File: config.mk
export PLATFORM = sky130hd
export DESIGN_NAME = mem_access_ctrl_flat
export DESIGN_NICKNAME = d
export VERILOG_FILES = /design/src/rtl/mem_access_ctrl_if.sv /design/src/rtl/mem_access_ctrl.sv /design/src/flat_wrapper.sv
export SDC_FILE = /design/constraint.sdc
export NUM_CORES = 1
export LEC_CHECK = 0
export BUFFER_PORTS_ARGS = -buffer_cell sky130_fd_sc_hd__buf_2
export CAP_MARGIN = 25
export CORE_ASPECT_RATIO = 0.5
export CORE_MARGIN = 5
export CORE_UTILIZATION = 56
export CTS_BUF_LIST = sky130_fd_sc_hd__clkbuf_4 sky130_fd_sc_hd__clkbuf_8
export CTS_CLUSTER_DIAMETER = 30
export CTS_CLUSTER_SIZE = 8
export DETAILED_ROUTE_END_ITERATION = 6
export GPL_TIMING_DRIVEN = 0
export PLACE_DENSITY = 0.87
export SLEW_MARGIN = 20
export SYNTH_ARGS = -nofsm -noshare
export SYNTH_HDL_FRONTEND = slang
export SYNTH_SLANG_ARGS = --single-unit
File: constraint.sdc
create_clock -name clk -period 5.8 [get_ports clk]
set_input_delay 1.74 -clock clk [delete_from_list [all_inputs] [get_ports clk]]
set_output_delay 1.74 -clock clk [all_outputs]
set_load 0.005 [all_outputs]
File: src/rtl/mem_access_ctrl_if.sv
// Bundles the CPU request/response channel and the word-memory port of the
// memory access controller.
//   master : request/memory-data side (CPU and memory model)
//   slave  : controller side
// Signals:
//   req_valid/req_ready, req_write, req_size, req_signed, req_addr, req_wdata
//   resp_valid, resp_rdata, resp_error
//   mem_write_enable, mem_read_enable, mem_addr, mem_wdata, mem_rdata
interface mem_access_ctrl_if;
    logic        req_valid;
    logic        req_ready;
    logic        req_write;
    logic [1:0]  req_size;
    logic        req_signed;
    logic [31:0] req_addr;
    logic [31:0] req_wdata;
    logic        resp_valid;
    logic [31:0] resp_rdata;
    logic        resp_error;
    logic        mem_write_enable;
    logic        mem_read_enable;
    logic [31:0] mem_addr;
    logic [31:0] mem_wdata;
    logic [31:0] mem_rdata;

    modport master (
        output req_valid, req_write, req_size, req_signed, req_addr, req_wdata,
        output mem_rdata,
        input  req_ready, resp_valid, resp_rdata, resp_error,
        input  mem_write_enable, mem_read_enable, mem_addr, mem_wdata
    );

    modport slave (
        input  req_valid, req_write, req_size, req_signed, req_addr, req_wdata,
        input  mem_rdata,
        output req_ready, resp_valid, resp_rdata, resp_error,
        output mem_write_enable, mem_read_enable, mem_addr, mem_wdata
    );
endinterface

File: src/rtl/mem_access_ctrl.sv
// Load/store controller between a CPU request channel and a 32-bit word
// memory. Handles byte/halfword/word accesses with little-endian lanes,
// sign/zero extension of loads, read-modify-write for sub-word stores and
// alignment errors.
// Ports:
//   clk   : system clock, rising-edge state updates
//   reset : asynchronous active-low reset
//   bus   : request/response and memory signals (slave modport)
module mem_access_ctrl (
    input  logic                clk,
    input  logic                reset,
    mem_access_ctrl_if.slave    bus
);

    typedef enum logic [1:0] {IDLE, READ, WRITE, RESP} state_t;

    state_t      state;
    logic        lat_write;
    logic [1:0]  lat_size;
    logic        lat_signed;
    logic [1:0]  lat_lane;
    logic [15:0] lat_wdata;

    logic        req_error;
    logic [7:0]  byte_sel;
    logic [15:0] half_sel;
    logic [31:0] load_word;
    logic [31:0] merge_word;

    // Misaligned or illegal-size requests are rejected without touching memory.
    always_comb begin
        req_error = 1'b0;
        case (bus.req_size)
            2'b00:   req_error = 1'b0;
            2'b01:   req_error = bus.req_addr[0];
            2'b10:   req_error = (bus.req_addr[1:0] != 2'b00);
            default: req_error = 1'b1;
        endcase
    end

    // Lane extraction for loads and lane insertion for sub-word stores, both
    // working on the word currently presented by memory.
    always_comb begin
        byte_sel = 8'h00;
        case (lat_lane)
            2'd0: byte_sel = bus.mem_rdata[7:0];
            2'd1: byte_sel = bus.mem_rdata[15:8];
            2'd2: byte_sel = bus.mem_rdata[23:16];
            2'd3: byte_sel = bus.mem_rdata[31:24];
        endcase
        half_sel = lat_lane[1] ? bus.mem_rdata[31:16] : bus.mem_rdata[15:0];

        case (lat_size)
            2'b00:   load_word = {{24{lat_signed & byte_sel[7]}}, byte_sel};
            2'b01:   load_word = {{16{lat_signed & half_sel[15]}}, half_sel};
            default: load_word = bus.mem_rdata;
        endcase

        merge_word = bus.mem_rdata;
        if (lat_size == 2'b00) begin
            case (lat_lane)
                2'd0: merge_word[7:0]   = lat_wdata[7:0];
                2'd1: merge_word[15:8]  = lat_wdata[7:0];
                2'd2: merge_word[23:16] = lat_wdata[7:0];
                2'd3: merge_word[31:24] = lat_wdata[7:0];
            endcase
        end else if (lat_lane[1]) begin
            merge_word[31:16] = lat_wdata;
        end else begin
            merge_word[15:0] = lat_wdata;
        end
    end

    always_ff @(posedge clk or negedge reset) begin
        if (!reset) begin
            state                <= IDLE;
            bus.req_ready        <= 1'b1;
            bus.resp_valid       <= 1'b0;
            bus.resp_error       <= 1'b0;
            bus.resp_rdata       <= '0;
            bus.mem_write_enable <= 1'b0;
            bus.mem_read_enable  <= 1'b0;
            bus.mem_addr         <= '0;
            bus.mem_wdata        <= '0;
            lat_write            <= 1'b0;
            lat_size             <= '0;
            lat_signed           <= 1'b0;
            lat_lane             <= '0;
            lat_wdata            <= '0;
        end else begin
            case (state)
                IDLE: begin
                    if (bus.req_valid && bus.req_ready) begin
                        lat_write     <= bus.req_write;
                        lat_size      <= bus.req_size;
                        lat_signed    <= bus.req_signed;
                        lat_lane      <= bus.req_addr[1:0];
                        lat_wdata     <= bus.req_wdata[15:0];
                        bus.req_ready <= 1'b0;
                        // No range check: upper address bits pass straight through.
                        bus.mem_addr  <= {2'b00, bus.req_addr[31:2]};
                        if (req_error) begin
                            bus.resp_valid <= 1'b1;
                            bus.resp_error <= 1'b1;
                            bus.resp_rdata <= '0;
                            state          <= RESP;
                        end else if (!bus.req_write || bus.req_size != 2'b10) begin
                            // Loads and sub-word stores both need the current word.
                            bus.mem_read_enable <= 1'b1;
                            state               <= READ;
                        end else begin
                            bus.mem_wdata        <= bus.req_wdata;
                            bus.mem_write_enable <= 1'b1;
                            state                <= WRITE;
                        end
                    end
                end
                READ: begin
                    bus.mem_read_enable <= 1'b0;
                    if (lat_write) begin
                        bus.mem_wdata        <= merge_word;
                        bus.mem_write_enable <= 1'b1;
                        state                <= WRITE;
                    end else begin
                        bus.resp_valid <= 1'b1;
                        bus.resp_error <= 1'b0;
                        bus.resp_rdata <= load_word;
                        state          <= RESP;
                    end
                end
                WRITE: begin
                    bus.mem_write_enable <= 1'b0;
                    bus.resp_valid       <= 1'b1;
                    bus.resp_error       <= 1'b0;
                    bus.resp_rdata       <= '0;
                    state                <= RESP;
                end
                RESP: begin
                    bus.resp_valid <= 1'b0;
                    bus.resp_error <= 1'b0;
                    bus.req_ready  <= 1'b1;
                    state          <= IDLE;
                end
                default: state <= IDLE;
            endcase
        end
    end

endmodule

File: src/flat_wrapper.sv
// flat-port wrapper written by rule: the top's interface ports become plain ports
module mem_access_ctrl_flat 
  (clk, reset, bus_req_valid, bus_req_write, bus_req_size, bus_req_signed, bus_req_addr, bus_req_wdata, bus_mem_rdata, bus_req_ready, bus_resp_valid, bus_resp_rdata, bus_resp_error, bus_mem_write_enable, bus_mem_read_enable, bus_mem_addr, bus_mem_wdata);
  mem_access_ctrl_if bus_i ();
  input  logic clk;
  input  logic reset;
  input wire logic [$bits(bus_i.req_valid)-1:0] bus_req_valid;
  input wire logic [$bits(bus_i.req_write)-1:0] bus_req_write;
  input wire logic [$bits(bus_i.req_size)-1:0] bus_req_size;
  input wire logic [$bits(bus_i.req_signed)-1:0] bus_req_signed;
  input wire logic [$bits(bus_i.req_addr)-1:0] bus_req_addr;
  input wire logic [$bits(bus_i.req_wdata)-1:0] bus_req_wdata;
  input wire logic [$bits(bus_i.mem_rdata)-1:0] bus_mem_rdata;
  output wire logic [$bits(bus_i.req_ready)-1:0] bus_req_ready;
  output wire logic [$bits(bus_i.resp_valid)-1:0] bus_resp_valid;
  output wire logic [$bits(bus_i.resp_rdata)-1:0] bus_resp_rdata;
  output wire logic [$bits(bus_i.resp_error)-1:0] bus_resp_error;
  output wire logic [$bits(bus_i.mem_write_enable)-1:0] bus_mem_write_enable;
  output wire logic [$bits(bus_i.mem_read_enable)-1:0] bus_mem_read_enable;
  output wire logic [$bits(bus_i.mem_addr)-1:0] bus_mem_addr;
  output wire logic [$bits(bus_i.mem_wdata)-1:0] bus_mem_wdata;
  assign bus_i.req_valid = bus_req_valid;
  assign bus_i.req_write = bus_req_write;
  assign bus_i.req_size = bus_req_size;
  assign bus_i.req_signed = bus_req_signed;
  assign bus_i.req_addr = bus_req_addr;
  assign bus_i.req_wdata = bus_req_wdata;
  assign bus_i.mem_rdata = bus_mem_rdata;
  assign bus_req_ready = bus_i.req_ready;
  assign bus_resp_valid = bus_i.resp_valid;
  assign bus_resp_rdata = bus_i.resp_rdata;
  assign bus_resp_error = bus_i.resp_error;
  assign bus_mem_write_enable = bus_i.mem_write_enable;
  assign bus_mem_read_enable = bus_i.mem_read_enable;
  assign bus_mem_addr = bus_i.mem_addr;
  assign bus_mem_wdata = bus_i.mem_wdata;
  mem_access_ctrl u_core (.clk(clk), .reset(reset), .bus(bus_i));
endmodule
==> results.txt <==
EDFF count, synth: 0
Vias: 5713
Die Span Y: 83.78 um
Initial antenna violation count: 0
Core footprint: 10410 sq um
Min-Delay Endpoint: u_core.bus.resp_rdata[11]$_DFFE_PN0P_
WP data required: 6180 ps
Worst r2r src: u_core.state[0]$_DFFE_PN0N_
Global Route Usage Sum: 0.2948
DRC: 0
PortBufs: 201
Fin. Hold Viols: 0
Post-CTS sizing: 0
Final nets: 878
Core Util, Final: 0.7427
Worst slew margin: 0.3650
Critical Path AT: 3710 ps
Register area share after synthesis: 0.5051
Final period utilization: 0.5741
Die ar.: 13200 sq um
Fmax: 300.3 MHz
H-tree levels: 4
Final min period: 3330 ps
GR Overflow Total: 0
Worst Hold Depth: 1
Max Cap Violations: 0
Reg-to-reg endpoint: u_core.bus.resp_rdata[25]$_DFFE_PN0P_
CTS tree: yes
Cts hold-fix bufs: 0
R2r setup slk: 3090 ps
Syn Area/Cell: 11.10 sq um
Via count of the first global-routing pass: 5753
Slew Viols, Final: 0
Crit Path Class: in2reg
Post-DP HPWL: 14510 um
RSZ-0062 raised after global routing: no
Vias per cell: 6.183
CTS Buf Count: 17
Ys async rst share: 1.000
Largest net degree at the start of global routing: 71
Synthesis-to-finish area growth: 26.83%
Clock Tree Root: clkbuf_8
Clk sinks: 123
Iter 0 DRT Violations: 559
Power per cell area: 587.3 nW/um^2
Count of cell types in the netlist: 50
Status: complete, no violations
Number of setup buffers added after CTS: 0
Io pins: 204
Top FF cell, synth: dfrtp_1
CP endpoint kind: register
Peak VDD IR: 0.2512 mV
Post-Syn Area: 6096 sq um
Final setup viols: 0
Post-DR wirelength/cell: 20.82 um
R2R cell count: 10
YS warnings: 0
DRT Wirelength: 19240 um
Setup TNS: 0 ps
Final Cell Area: 7731 sq um
CTS Buffer Depth: 2
Area of placed instances: 7315 sq um
Clock transition at path regs: 80 ps
Flops & latches, synth: 123
Clock latency on the worst-skew pair: 440 ps
Drt pass-1 iters: 6
Min-Delay Path Class: reg2reg
Antenna-violating nets left: 0
LEAKAGE: 3.728 nW
Hold Startpoint: u_core.bus.resp_rdata[11]$_DFFE_PN0P_
Mapped Cells: 549
Die Wd: 157.6 um
Row count: 26
Starting Density: 0.5856
Share of cells above drive strength 1: 0.3980
# diodes: 0
Gpl congestion: 0.9354
Nature of the critical path startpoint: input pin
Worst-Margin Slew: 944.7 ps
First-pass GRT wire length: 30350 um
Max Fanout on Critical Path: 10
Worst Skew: 10.57 ps
## metrics by stage
stage,worst slack [ps],hold slack [ps],power (mW),std cells
after floorplan,2605,479.4,2.866,550
after global placement,1510,466.7,3.614,891
after detailed placement,2080,469.8,3.707,892
after CTS,2548,488.4,4.517,924
after global routing,2370,509.1,4.839,924
final,2470,483.0,4.540,924
## cell usage after synthesis (2+ instances only)
master | count | area share
o311ai_0 | 7 | 0.010
o21ai_0 | 24 | 0.020
o21a_1 | 2 | 0.0025
buf_6 | 2 | 0.0037
nand2_1 | 28 | 0.017
dfrtp_1 | 122 | 0.50
o2bb2ai_1 | 25 | 0.036
nand3_1 | 8 | 0.0066
nor3_1 | 10 | 0.0082
o211ai_1 | 7 | 0.0086
a21oi_1 | 6 | 0.0049
buf_2 | 8 | 0.0066
and3_1 | 2 | 0.0021
a2111oi_0 | 8 | 0.011
or3_1 | 3 | 0.0031
a211oi_1 | 16 | 0.020
mux2_2 | 60 | 0.11
nor2_1 | 26 | 0.016
nor2b_1 | 19 | 0.019
a221o_1 | 9 | 0.015
mux2i_1 | 9 | 0.015
ha_1 | 4 | 0.0082
nand2b_1 | 6 | 0.0062
a2bb2o_1 | 8 | 0.013
o22ai_1 | 12 | 0.012
a32o_1 | 14 | 0.023
o31ai_1 | 11 | 0.014
nand4_1 | 8 | 0.0082
buf_4 | 3 | 0.0037
buf_1 | 9 | 0.0055
clkbuf_1 | 25 | 0.015
inv_1 | 22 | 0.014
o221ai_1 | 8 | 0.011
and2_1 | 2 | 0.0021
## cell usage in the layout, fill, tap and decap left out, types with 9 or more instances in the layout
cell type,Yosys,final
a211oi_1,16,16
a221o_1,9,9
a32o_1,14,14
buf_1,9,9
buf_2,8,208
clkbuf_1,25,25
clkbuf_8,0,22
dfrtp_1,122,122
inv_1,22,22
mux2_2,60,60
mux2i_1,9,9
nand2_1,28,28
nor2_1,26,26
nor2b_1,19,19
nor3_1,10,10
o21ai_0,24,24
o22ai_1,12,12
o2bb2ai_1,25,25
o31ai_1,11,11
## per-layer routing
metal | vias to the layer above | GRT usage | share of wire
met2 | 383 | 0.4441 | 0.44
met1 | 2752 | 0.4047 | 0.40
met4 | 0 | 0.1062 | 0.025
met3 | 59 | 0.08959 | 0.13
met5 | - | 0 | 0
li1 | 2519 | - | -
## report_power, final
part	switching (mW)	total, mW	internal [mW]
sequential	0.250	1.53	1.28
combinational	1.24	2.22	0.981
clock	0.356	0.794	0.437
## cells by family (layout without fill, tap and decap cells)
family	Yosys count	count (layout)	share of synthesized area
AOI/OAI and AO/OA	165	165	0.2141
other	1	2	0.0006152
buffers and inverters	70	304	0.04905
adders and majority gates	4	4	0.008211
DFF	123	123	0.5051
muxes	69	69	0.1256
and+or+nand+nor	117	117	0.09729
## sequential cells by signal, indices dropped and copies added (netlist names)
register                     cells
u_core.bus.mem_addr             30
u_core.bus.mem_read_enable       1
u_core.bus.mem_wdata            32
u_core.bus.mem_write_enable      1
u_core.bus.req_ready             1
u_core.bus.resp_error            1
u_core.bus.resp_rdata           32
u_core.bus.resp_valid            1
u_core.lat_lane                  2
u_core.lat_signed                1
u_core.lat_size                  2
u_core.lat_wdata                16
u_core.lat_write                 1
u_core.state                     2
## critical path: stages
cell       delay (ps)
buf_2             130
or3_1             430
o21a_1            250
clkbuf_1          250
a2111oi_0         690
a221o_1           210
## final cells by class
class / instances / area [sq um]
Sequential cell: 123 / 3079
Multi-Input combinational cell: 357 / 2721
Fill cell: 744 / 2679
Timing Repair Buffer: 202 / 1040
Clock buffer: 22 / 302.8
Buffer: 47 / 212.7
Tap cell: 140 / 175.2
Clock inverter: 10 / 113.9
Inverter: 23 / 86.33
## worst max-delay path by stage
stage	start	endpoint	slack [ps]	cells past startpoint
after floorplan	bus_req_addr[0]	u_core.bus.mem_wdata[28]$_DFFE_PN0P_	2610	6
after global placement	reset	u_core.bus.mem_wdata[2]$_DFFE_PN0P_	1510	1
after detailed placement	bus_req_size[0]	u_core.bus.resp_rdata[23]$_DFFE_PN0P_	2080	8
after CTS	bus_req_addr[0]	u_core.bus.mem_wdata[28]$_DFFE_PN0P_	2550	6
after global routing	bus_req_addr[0]	u_core.bus.mem_wdata[28]$_DFFE_PN0P_	2370	6
final	bus_req_addr[0]	u_core.bus.mem_wdata[28]$_DFFE_PN0P_	2470	6
No activity file was read; power rests on OpenSTA's default activity.
